==> config.mk <==
export PLATFORM = sky130hd
export DESIGN_NAME = eight_bit_full_adder
export DESIGN_NICKNAME = d
export VERILOG_FILES = /design/src/rtl/eight_bit_full_adder.sv
export SDC_FILE = /design/constraint.sdc
export NUM_CORES = 1
export LEC_CHECK = 0
export CORE_MARGIN = 4
export CORE_UTILIZATION = 44
export CTS_BUF_LIST = sky130_fd_sc_hd__clkbuf_4
export CTS_CLUSTER_DIAMETER = 50
export CTS_CLUSTER_SIZE = 16
export DETAILED_ROUTE_END_ITERATION = 7
export PLACE_DENSITY = 0.85
export SLEW_MARGIN = 20
export SYNTH_ARGS = -nofsm -noshare
export SYNTH_HDL_FRONTEND = slang
export SYNTH_SLANG_ARGS = --single-unit
export TNS_END_PERCENT = 100
==> constraint.sdc <==
create_clock -name clk -period 1.15 [get_ports clk]
set_clock_uncertainty 0.15 [all_clocks]
set_input_delay 0.115 -clock clk [delete_from_list [all_inputs] [get_ports clk]]
set_output_delay 0.115 -clock clk [all_outputs]
set_load 0.005 [all_outputs]
==> src/rtl/eight_bit_full_adder.sv <==
// Registered 8-bit add/subtract/xor/shift unit built from ripple full-adder cells.
// Optional macro SIGNED_FLAGS_EN adds registered add_ovf, sub_ovf and zero outputs.

module efa_full_adder_cell (
  input  logic a,
  input  logic b,
  input  logic cin,
  output logic s,
  output logic cout
);
  logic p;

  assign p    = a ^ b;
  assign s    = p ^ cin;
  assign cout = (a & b) | (cin & p);
endmodule

module eight_bit_full_adder (
  input  logic       clk,
  input  logic       rst,
  input  logic [7:0] a,
  input  logic [7:0] b,
  output logic [7:0] sum,
  output logic       cout,
  output logic [7:0] difference,
  output logic       bout,
  output logic [7:0] xor_output,
  output logic [7:0] left_shift
`ifdef SIGNED_FLAGS_EN
  ,
  output logic       add_ovf,
  output logic       sub_ovf,
  output logic       zero
`endif
);
  logic [8:0] add_c;
  logic [8:0] sub_c;
  logic [7:0] add_s;
  logic [7:0] sub_s;
  logic [7:0] b_n;

  // Subtraction reuses the adder structure: a + ~b + 1.
  assign add_c[0] = 1'b0;
  assign sub_c[0] = 1'b1;
  assign b_n      = ~b;

  generate
    for (genvar gi = 0; gi < 8; gi++) begin : g_bit
      efa_full_adder_cell u_add (
        .a    (a[gi]),
        .b    (b[gi]),
        .cin  (add_c[gi]),
        .s    (add_s[gi]),
        .cout (add_c[gi+1])
      );
      efa_full_adder_cell u_sub (
        .a    (a[gi]),
        .b    (b_n[gi]),
        .cin  (sub_c[gi]),
        .s    (sub_s[gi]),
        .cout (sub_c[gi+1])
      );
    end
  endgenerate

  logic [7:0] sum_d, sum_q;
  logic       cout_d, cout_q;
  logic [7:0] difference_d, difference_q;
  logic       bout_d, bout_q;
  logic [7:0] xor_output_d, xor_output_q;
  logic [7:0] left_shift_d, left_shift_q;

  always_comb begin
    sum_d        = add_s;
    cout_d       = add_c[8];
    difference_d = sub_s;
    bout_d       = ~sub_c[8];
    xor_output_d = a ^ b;
    left_shift_d = {a[6:0], 1'b0};
  end

  always_ff @(posedge clk or posedge rst) begin
    if (rst) begin
      sum_q        <= 8'd0;
      cout_q       <= 1'b0;
      difference_q <= 8'd0;
      bout_q       <= 1'b0;
      xor_output_q <= 8'd0;
      left_shift_q <= 8'd0;
    end else begin
      sum_q        <= sum_d;
      cout_q       <= cout_d;
      difference_q <= difference_d;
      bout_q       <= bout_d;
      xor_output_q <= xor_output_d;
      left_shift_q <= left_shift_d;
    end
  end

  assign sum        = sum_q;
  assign cout       = cout_q;
  assign difference = difference_q;
  assign bout       = bout_q;
  assign xor_output = xor_output_q;
  assign left_shift = left_shift_q;

`ifdef SIGNED_FLAGS_EN
  logic add_ovf_d, add_ovf_q;
  logic sub_ovf_d, sub_ovf_q;
  logic zero_d, zero_q;

  // Flags derive from the combinational results, so they align with the registered values.
  always_comb begin
    add_ovf_d = (a[7] == b[7]) && (add_s[7] != a[7]);
    sub_ovf_d = (a[7] != b[7]) && (sub_s[7] != a[7]);
    zero_d    = (add_s == 8'd0);
  end

  always_ff @(posedge clk or posedge rst) begin
    if (rst) begin
      add_ovf_q <= 1'b0;
      sub_ovf_q <= 1'b0;
      zero_q    <= 1'b0;
    end else begin
      add_ovf_q <= add_ovf_d;
      sub_ovf_q <= sub_ovf_d;
      zero_q    <= zero_d;
    end
  end

  assign add_ovf = add_ovf_q;
  assign sub_ovf = sub_ovf_q;
  assign zero    = zero_q;
`endif

endmodule

# Word-level counts from Yosys, hierarchy flattened
# Cells that the tools add are included.
# op_classes
bitwise_logic	79
# op_table
operator	n
$and A1 B1 Y1	30
$xor A1 B1 Y1	30
$or A1 B1 Y1	15
$not A8 Y8	1
$xor A8 B8 Y8	1
$not A1 Y1	2
# word_totals
register_bits	33
input_bits	18
out_inout_bits	34
wordCells	85

# Logic depth before layout (Yosys ltp)
# Gate-level depths: netlist (run 1).
# logic_depth
depth_word	18
ltp_mapped	12
depth_no_buf	12

# Hierarchy
# A second synthesis (run 1) with hierarchy kept.
# hier_totals
hier_cells	70
hier_area_um2	1268.7
# by_module_without_submodules
module	n_inst	cells_per_inst	area_each_um2	seq_area_each_um2
eight_bit_full_adder	1	54	948.4	825.8
efa_full_adder_cell	16	1	20.0	0.0

# Least setup slack after synthesis (run 1)
# OpenSTA, ideal clock, no wires.
# synth_path
kind	input to register
startpoint	in a[0]
endpoint	reg sum_q[7], in the netlist sum[7]
setup_time_ns	0.064
arrival_ns	3.057
t_required_ns	0.936
path_slack_ns	-2.121
path_stages	10
path_buffers	0
cell_sequence	ha_1 fa_1 fa_1 fa_1 fa_1 fa_1 fa_1 inv_1 fa_1 inv_1
# synth_between
elab_chain_len	14
# synth_lines
element	line	source
start: declaration	21	input logic [7:0] a,
$and A1 B1 Y1 (2 in a row)	15	assign cout = (a & b) | (cin & p);
$or A1 B1 Y1	15	
$and A1 B1 Y1	15	
$or A1 B1 Y1	15	
$and A1 B1 Y1	15	
$or A1 B1 Y1	15	
$and A1 B1 Y1	15	
$or A1 B1 Y1	15	
$and A1 B1 Y1	15	
$or A1 B1 Y1	15	
$and A1 B1 Y1	15	
$or A1 B1 Y1	15	
$xor A1 B1 Y1	14	assign s = p ^ cin;
named net g_bit[7].u_add.s	8	output logic s,
end signal: assignment	91	sum_q <= sum_d;
end: declaration	66	logic [7:0] sum_d, sum_q;
# The timed path passes the listed nets, and every way through them passes these cells.

# Worst setup path after layout (run 1)
# layout_path
startpoint	in a[0]
endpoint	reg difference_q[7], in the netlist difference[7]
# layout_between
elab_chain_len	15
word_cells_on_any_way	16
cone_classes	16 x bitwise
# layout_lines
element	line	source
$and A1 B1 Y1 / $xor A1 B1 Y1 (equally long branches)	15, 13	
$or A1 B1 Y1 *	15	
$and A1 B1 Y1 *	15	
$or A1 B1 Y1 *	15	
$and A1 B1 Y1 *	15	
$or A1 B1 Y1 *	15	
$and A1 B1 Y1 *	15	
$or A1 B1 Y1 *	15	
$and A1 B1 Y1 *	15	
$or A1 B1 Y1 *	15	
$and A1 B1 Y1 *	15	
$or A1 B1 Y1 *	15	
$and A1 B1 Y1 *	15	
$or A1 B1 Y1 *	15	
$xor A1 B1 Y1 *	14	
named net g_bit[7].u_sub.s	8	
end signal: assignment	93	difference_q <= difference_d;
end: declaration	68	logic [7:0] difference_d, difference_q;
# Mark *: on every way through the listed nets, which the timed path passes. The rest lies on a longest branch.

==> results.toml, run 1 <==
[run_status]
status = "finished, violations left"
violations = "setup timing"

[routing]
top_layer_used = "met4"
wl_met2_microns = 1410
met1_length_microns = 826
first_pass_iters = 3
vias = 834
first_iter_violations = 14
detail-route-antenna-nets = 0
routed_wl_microns = 2480
drc = 0
wl_per_cell_microns = 12.9
via_per_inst = 4.34
route.met3.wl_microns = 214

[cts]
cts_tree = "built"
root_buffer = "clkbuf_4"
h-tree-depth = 2
cts_buffers = 5
numClockSinks = 31
cts_max_path_buffers = 2
clk_pin_slew_ns = 0.09

[synthesis]
seq_area_frac_synth_pct = 58.7
synth_cell_type_count = 6
ys_ff_latch = 31
avgSynthCellArea_sq_um = 14.4
ys_warn_count = 0
synth_area_leaders = "dfrtp_1 (59%), fa_1 (21%), inv_1 (9.6%), ha_1 (8.5%), buf_4 (1.7%)"
synth_cells = 92
yosysTopAreaCellShare_pct = 58.7
yosysTopAreaCell = "dfrtp_1"
netlist_area_sq_um = 1320
syn_nets = 133

[sta]
report.final.slew_viol_count = 0
finalHoldViolCount = 0
setup_ws_ns = -1.85
fin_crit_sh_pct = 261
rsz0062_at_grt = "true"
fin_crit_ns = 3.00
hold_ws_ns = 0.0189
fmax_ghz = 0.333
setup_viol = 14

[global_route]
grt_pass1_vias = 999
grt_pass1_wl_microns = 4610
grt_antenna_before_repair = 0
grt_max_degree = 32
overflow = 0
grt_usage_pct = 15.3

[pwr]
p_per_area_nw_per_um2 = 1210
p_leak_nw = 1.03
ir_drop_uv = 839

[cells_and_area]
final_cells = 192
layout_common_cells = "buf_2 (34), dfrtp_1 (31), inv_1 (27)"
insertedDiodeCount = 0
drive_gt1_share_pct = 45.3
synthToLayoutAreaGrowth_pct = 46.5
nets = 203
layout_commonest_cell = "buf_2"

[floorplanning]
die_y_microns = 62.8
core_sq_um = 2810
dieArea_sq_um = 3950
initial_core_util_pct = 47.1
num_rows = 19
pin_count = 52
die_width_microns = 62.8

[setup_path]
cp_max_fo = 2
arrival_ns = 3.06
endpoint_kind = "flop"
crit_required_ns = 1.21
path_class = "in -> reg"
cp-start-kind = "input pin"

[placed_design]
hpwl_microns = 2020
place_congestion = 0.716
io_buffers = 50
dp.cells = 179

[run]
cap_violations = 0

[hold_path]
holdPathStages = 2
holdPathEnd = "sum[1]"
hold_start = "a[1]"
hp-class = "in -> reg"
-- synthesized netlist by cell type (all sizes together) --
| master | n |
|---|---|
| dfrtp | 31 |
| inv | 34 |
| fa | 14 |
| ha | 9 |
| conb | 1 |
| buf | 3 |
-- per-layer routing --
| layer | up-vias | global-route usage [%] |
|---|---|---|
| li1 | 380 | - |
| met1 | 413 | 16.0 |
| met2 | 38 | 27.8 |
| met3 | 3 | 5.40 |
| met4 | 0 | 5.79 |
| met5 | - | 0 |
-- sequential cells by signal (all words and copies together), names as in the netlist --
signal / count
bout: 1
cout: 1
difference: 8
left_shift: 7
sum: 7
xor_output: 7
-- worst max path at each step --
stage,end,startpoint,cells past startpoint
after floorplan,difference[7],a[0],12
after global placement,difference[7],a[0],14
after detailed placement,difference[7],a[0],14
after CTS,difference[7],a[0],15
after global routing,sum[7],a[0],12
final,difference[7],a[0],14
-- layout make-up --
type                       count  area, sq um
clock buffer                   6         45.0
fill                         203          868
inverter                      34          140
multi-input combinational     24          452
sequential                    31          776
tap                           31         38.8
timing repair buffer          66          485
-- power by group --
group	internal [mW]	switching [mW]	leakage, nW
logic	0.279	0.254	0.643
registers	1.23	0.0349	0.361
clock network	0.240	0.311	0.0276
total	1.75	0.600	1.03
-- cells by family after synthesis --
logic type	after synthesis	synth area share, %
DFF	31	58.7
adders and majority gates	23	29.7
other	1	0.284
buffers and inverters	37	11.4
-- worst max-delay path, stage by stage --
cell,delay [ns]
buf_6,0.08
buf_6,0.11
inv_12,0.03
ha_4,0.14
fa_2,0.36
fa_2,0.37
fa_2,0.37
fa_2,0.34
inv_2,0.06
fa_2,0.18
inv_2,0.04
fa_2,0.33
fa_1,0.50
inv_1,0.04
-- stage by stage --
stage / worst slack [ns] / instance area [sq um] / TNS [ns] / util, % / total power, mW
floorplan: -1.90 / 1390 / -16.17 / - / 1.48
global placement: -2.57 / 1980 / -27.68 / 70.7 / 1.92
detailed placement: -2.64 / 1980 / -28.50 / 70.7 / 1.96
CTS: -2.17 / 1920 / -18.75 / 68.6 / 2.39
global route: -1.94 / 1940 / -16.17 / 69.0 / 2.53
finish: -1.85 / 1940 / -15.53 / 69.0 / 2.35
-- timing repair --
item                       4_1_cts  5_1_grt
pin swaps                       16       14
hold buffers                     3        3
gates resized for setup        148        7
setup endpoints to repair       49       17
hold endpoints to repair        33        3
setup buffers                    3        0
No activity file was read; power rests on OpenSTA's default activity.
==> inputs of run 2 (changes only) <==
--- a/config.mk
+++ b/config.mk
@@ -6,12 +6,12 @@
 export NUM_CORES = 1
 export LEC_CHECK = 0
 export CORE_MARGIN = 4
-export CORE_UTILIZATION = 44
+export CORE_UTILIZATION = 40
 export CTS_BUF_LIST = sky130_fd_sc_hd__clkbuf_4
 export CTS_CLUSTER_DIAMETER = 50
 export CTS_CLUSTER_SIZE = 16
 export DETAILED_ROUTE_END_ITERATION = 7
-export PLACE_DENSITY = 0.85
+export PLACE_DENSITY = 0.78
 export SLEW_MARGIN = 20
 export SYNTH_ARGS = -nofsm -noshare
 export SYNTH_HDL_FRONTEND = slang
==> results.toml, run 2 (synthesis results as in run 1) <==
[run_status]
status = "finished, violations left"
violations = "hold timing, setup timing"

[global_route]
grt_max_degree = 32
grt_antenna_before_repair = 0
grt_pass1_wl_microns = 4650
grt_pass1_vias = 989
overflow = 0
grt_usage_pct = 15.1

[sta]
report.final.slew_viol_count = 0
rsz0062_at_grt = "true"
fin_crit_sh_pct = 259
hold_ws_ns = -0.0234
setup_viol = 17
fmax_ghz = 0.335
setup_tns_ns = -15.42
setup_ws_ns = -1.83
finalHoldViolCount = 1
fin_crit_ns = 2.98

[hold_path]
hp-class = "in -> reg"

[floorplanning]
num_rows = 20
dieArea_sq_um = 4290
core_sq_um = 3100
initial_core_util_pct = 42.6
die_width_microns = 65.5
pin_count = 52
die_y_microns = 65.5

[cts]
clk_pin_slew_ns = 0.10
cts_max_path_buffers = 2
h-tree-depth = 2
cts_tree = "built"
cts_buffers = 5
root_buffer = "clkbuf_4"
numClockSinks = 31

[placed_design]
io_buffers = 50
place_congestion = 0.694
dp.cells = 195
dp_slack_ns = -2.64
hpwl_microns = 2090
placed_cell_area_sq_um = 2020

[routing]
first_pass_iters = 2
drc = 0
detail-route-antenna-nets = 0
first_iter_violations = 2
via_per_inst = 4.04
vias = 864
routed_wl_microns = 2790
wl_per_cell_microns = 13.1

[setup_path]
cp-start-kind = "input pin"
critical_path.max_stage_delay_ns = 0.49
arrival_ns = 3.06
path_class = "in -> reg"
critPathTopFamily = "adder cells"
slowest_stage = "fa_1"
crit_required_ns = 1.23
cp.buffers_inverters = 6
endpoint_kind = "flop"
cp_cell_sequence = "buf_12, buf_8, inv_12, ha_4, fa_2, fa_2, fa_2, fa_2, inv_2, fa_2, inv_2, fa_2, fa_1, inv_1"
cp_max_fo = 2
cpMostUsedCell = "fa_2"

[cells_and_area]
insertedDiodeCount = 0
drive_gt1_share_pct = 50.0
layout_common_cells = "dfrtp_1 (31), buf_2 (30), inv_1 (26)"
stdcell_area_sq_um = 2060
regArea_sq_um = 776
multiInputGateArea_sq_um = 454
layout_commonest_cell = "dfrtp_1"
nets = 210
largest_reg_flops = 8
final_cells = 214
synthToLayoutAreaGrowth_pct = 55.8
fillers = 269
postLayoutCoreUtil_pct = 66.4

[pwr]
p_total_mw = 2.45
p_per_area_nw_per_um2 = 1190
p_leak_nw = 1.08
combPwrFrac_pct = 24.3
p_int_mw = 1.79
pwr-share-seq_pct = 51.4
power_switching_mw = 0.669
pwr-share-clk_pct = 24.3
p_sw_share_pct = 27.3
ir_drop_uv = 616

[run]
cap_violations = 0
run 2: timing repair:
item / 4_1_cts / 5_1_grt
setup endpoints to repair: 49 / 17
endpoints found under the hold margin: 34 / 3
pin swaps: 8 / 9
hold buffers: 4 / 2
setup buffers: 4 / 3
resized for setup: 151 / 21
run 2: routing by layer:
layer | track usage (%) | part of all wire [%] | up-vias
li1 | - | - | 394
met1 | 15.3 | 34 | 426
met2 | 26.8 | 56 | 38
met3 | 4.79 | 7.6 | 6
met4 | 8.81 | 2.2 | 0
met5 | 0 | 0 | -
run 2: power groups by stage:
stage	sequential [mW]	combinational (mW)	clock (mW)
after detailed placement	1.29	0.672	0
after global routing	1.28	0.673	0.671
final	1.26	0.597	0.596
after CTS	1.27	0.580	0.622
after global placement	1.29	0.643	0
after floorplan	1.31	0.174	0
run 2: final cells by class:
| class | count | area share (%) |
|---|---|---|
| inverters | 34 | 6.80 |
| clock buffers | 5 | 1.82 |
| well taps | 44 | 2.67 |
| clock inverters | 3 | 0.729 |
| multi-input cells | 24 | 22.0 |
| repair buffers | 73 | 28.3 |
| flip-flops and latches | 31 | 37.6 |
run 2: path summary, 6_finish.rpt:
kind | from | end | slack (ns) | cells past startpoint
worst min-delay path | a[1] | sum[1] | -0.02 | 2
max in group asynchronous | rst | sum[5] | 0.13 | 4
worst max-delay path | a[0] | difference[7] | -1.83 | 14
min in group asynchronous | rst | xor_output[2] | 0.55 | 4
==> inputs of run 3 (changes only) <==
--- a/config.mk
+++ b/config.mk
@@ -5,13 +5,12 @@
 export SDC_FILE = /design/constraint.sdc
 export NUM_CORES = 1
 export LEC_CHECK = 0
-export CORE_MARGIN = 4
-export CORE_UTILIZATION = 40
+export CORE_UTILIZATION = 44
 export CTS_BUF_LIST = sky130_fd_sc_hd__clkbuf_4
 export CTS_CLUSTER_DIAMETER = 50
 export CTS_CLUSTER_SIZE = 16
 export DETAILED_ROUTE_END_ITERATION = 7
-export PLACE_DENSITY = 0.78
+export PLACE_DENSITY = 0.85
 export SLEW_MARGIN = 20
 export SYNTH_ARGS = -nofsm -noshare
 export SYNTH_HDL_FRONTEND = slang
==> constraint.sdc (replaced) <==
create_clock -name clk -period 3.25 [get_ports clk]
set_clock_uncertainty 0.15 [all_clocks]
set_input_delay 0.325 -clock clk [delete_from_list [all_inputs] [get_ports clk]]
set_output_delay 0.325 -clock clk [all_outputs]
set_load 0.005 [all_outputs]
==> results.toml, run 3 (synthesis results as in run 1) <==
[run_status]
status = "finished, violations left"
violations = "DRC"

[cells_and_area]
drive_gt1_share_pct = 23.0
largest_reg_flops = 8
stdcell_area_sq_um = 2030
nets = 192
final_cells = 183
layout_common_cells = "clkdlybuf4s50_1 (46), dfrtp_1 (31), inv_1 (29)"
insertedDiodeCount = 0
synthToLayoutAreaGrowth_pct = 53.3
layout_commonest_cell = "clkdlybuf4s50_1"

[placed_design]
place_congestion = 0.665
hpwl_microns = 1890
dp_slack_ns = -0.853
dp.cells = 172
placed_cell_area_sq_um = 1910
io_buffers = 50

[routing]
detail-route-antenna-nets = 0
first_iter_violations = 23
via_per_inst = 4.36
first_pass_iters = 6
routed_wl_microns = 2490
wl_per_cell_microns = 13.6
vias = 798
drc = 10

[setup_path]
cp_max_fo = 2
crit_required_ns = 3.34
endpoint_kind = "flop"
path_class = "in -> reg"
slowest_stage = "fa_1"
cpMostUsedCell = "fa_2"
cp-start-kind = "input pin"
cp_cell_sequence = "buf_12, buf_8, inv_12, ha_4, fa_2, fa_2, fa_2, fa_2, inv_2, fa_2, inv_2, fa_2, fa_1, inv_1"
arrival_ns = 3.27
critical_path.max_stage_delay_ns = 0.49

[cts]
root_buffer = "clkbuf_4"
cts_tree = "built"
numClockSinks = 31
h-tree-depth = 2
cts_max_path_buffers = 2
clk_pin_slew_ns = 0.09
cts_buffers = 5

[sta]
worstMarginPinSlew_ns = 0.632
setup_viol = 0
rsz0062_at_grt = "true"
hold_ws_ns = 0.0754
fin_crit_sh_pct = 97.8
setup_tns_ns = 0
relSlewSlack_pct = 57.8
setup_ws_ns = 0.0722
fin_crit_ns = 3.18
fmax_ghz = 0.315
report.final.slew_viol_count = 0
finalHoldViolCount = 0

[hold_path]
hp-class = "in -> reg"

[global_route]
overflow = 0
grt_antenna_before_repair = 0
grt_usage_pct = 18.7
grt_pass1_wl_microns = 4260
grt_pass1_vias = 939
grt_max_degree = 32

[floorplanning]
die_y_microns = 56.8
dieArea_sq_um = 3230
die_width_microns = 56.8
pin_count = 52
initial_core_util_pct = 47.1
core_sq_um = 2810
num_rows = 19

[pwr]
p_per_area_nw_per_um2 = 446
ir_drop_uv = 253
p_leak_nw = 0.976

[run]
cap_violations = 0
## run 3: cell count changes in the layout (fill, tap and decap cells not counted), sizes merged
cell | before | now
buf | 53 | 7
clkbuf | 6 | 7
clkdlybuf4s15 | 0 | 1
clkdlybuf4s50 | 12 | 46
clkinv | 3 | 1
dlygate4sd3 | 6 | 1
dlymetal6s2s | 1 | 0
## run 3: path summary, 6_finish.rpt
path / slack [ns] / start / end / depth (start not counted)
worst min-delay path: 0.08 / a[0] / left_shift[1] / 2
min in group asynchronous: 0.23 / rst / cout / 2
worst max-delay path: 0.07 / a[0] / difference[7] / 14
max in group asynchronous: 2.30 / rst / left_shift[6] / 2
## run 3: repair_timing
item	4_1_cts	5_1_grt
endpoints found under the setup margin	6	2
endpoints found under the hold margin	1	0
pin swaps	8	3
setup buffers	2	0
resized for setup	27	3
hold buffers	1	0
## run 3: area by class of cell
type / count / area (sq um)
Clock buffer: 7 / 52.6
Clock inverter: 1 / 5.00
Fill cell: 199 / 778
Inverter: 34 / 140
Multi-Input combinational cell: 24 / 452
Sequential cell: 31 / 776
Tap cell: 31 / 38.8
Timing Repair Buffer: 55 / 563
## run 3: per-stage QoR
step           util, %  total power, mW
3_3_place_gp      68.0            0.669
3_5_place_dp      68.0            0.683
6_report          72.3            0.905
2_1_floorplan        -            0.525
4_1_cts           71.9            0.919
5_1_grt           72.3            0.960
## run 3: where the power goes
part | switching (mW) | leakage, nW | internal, mW
Sequential | 0.0138 | 0.361 | 0.435
Combinational | 0.0872 | 0.579 | 0.142
Clock | 0.126 | 0.0361 | 0.101
## run 3: layer usage
| metal | track usage, % | share of wire (%) |
|---|---|---|
| met5 | 0 | 0 |
| met4 | 9.41 | 2.6 |
| met3 | 6.68 | 8.4 |
| met2 | 33.5 | 54 |
| met1 | 19.1 | 35 |
## run 3: worst max-delay path, delay by kind of cell
| family | cells | cell delay (ns) |
|---|---|---|
| buf+inv | 6 | 0.36 |
| fa+ha+maj | 8 | 2.59 |
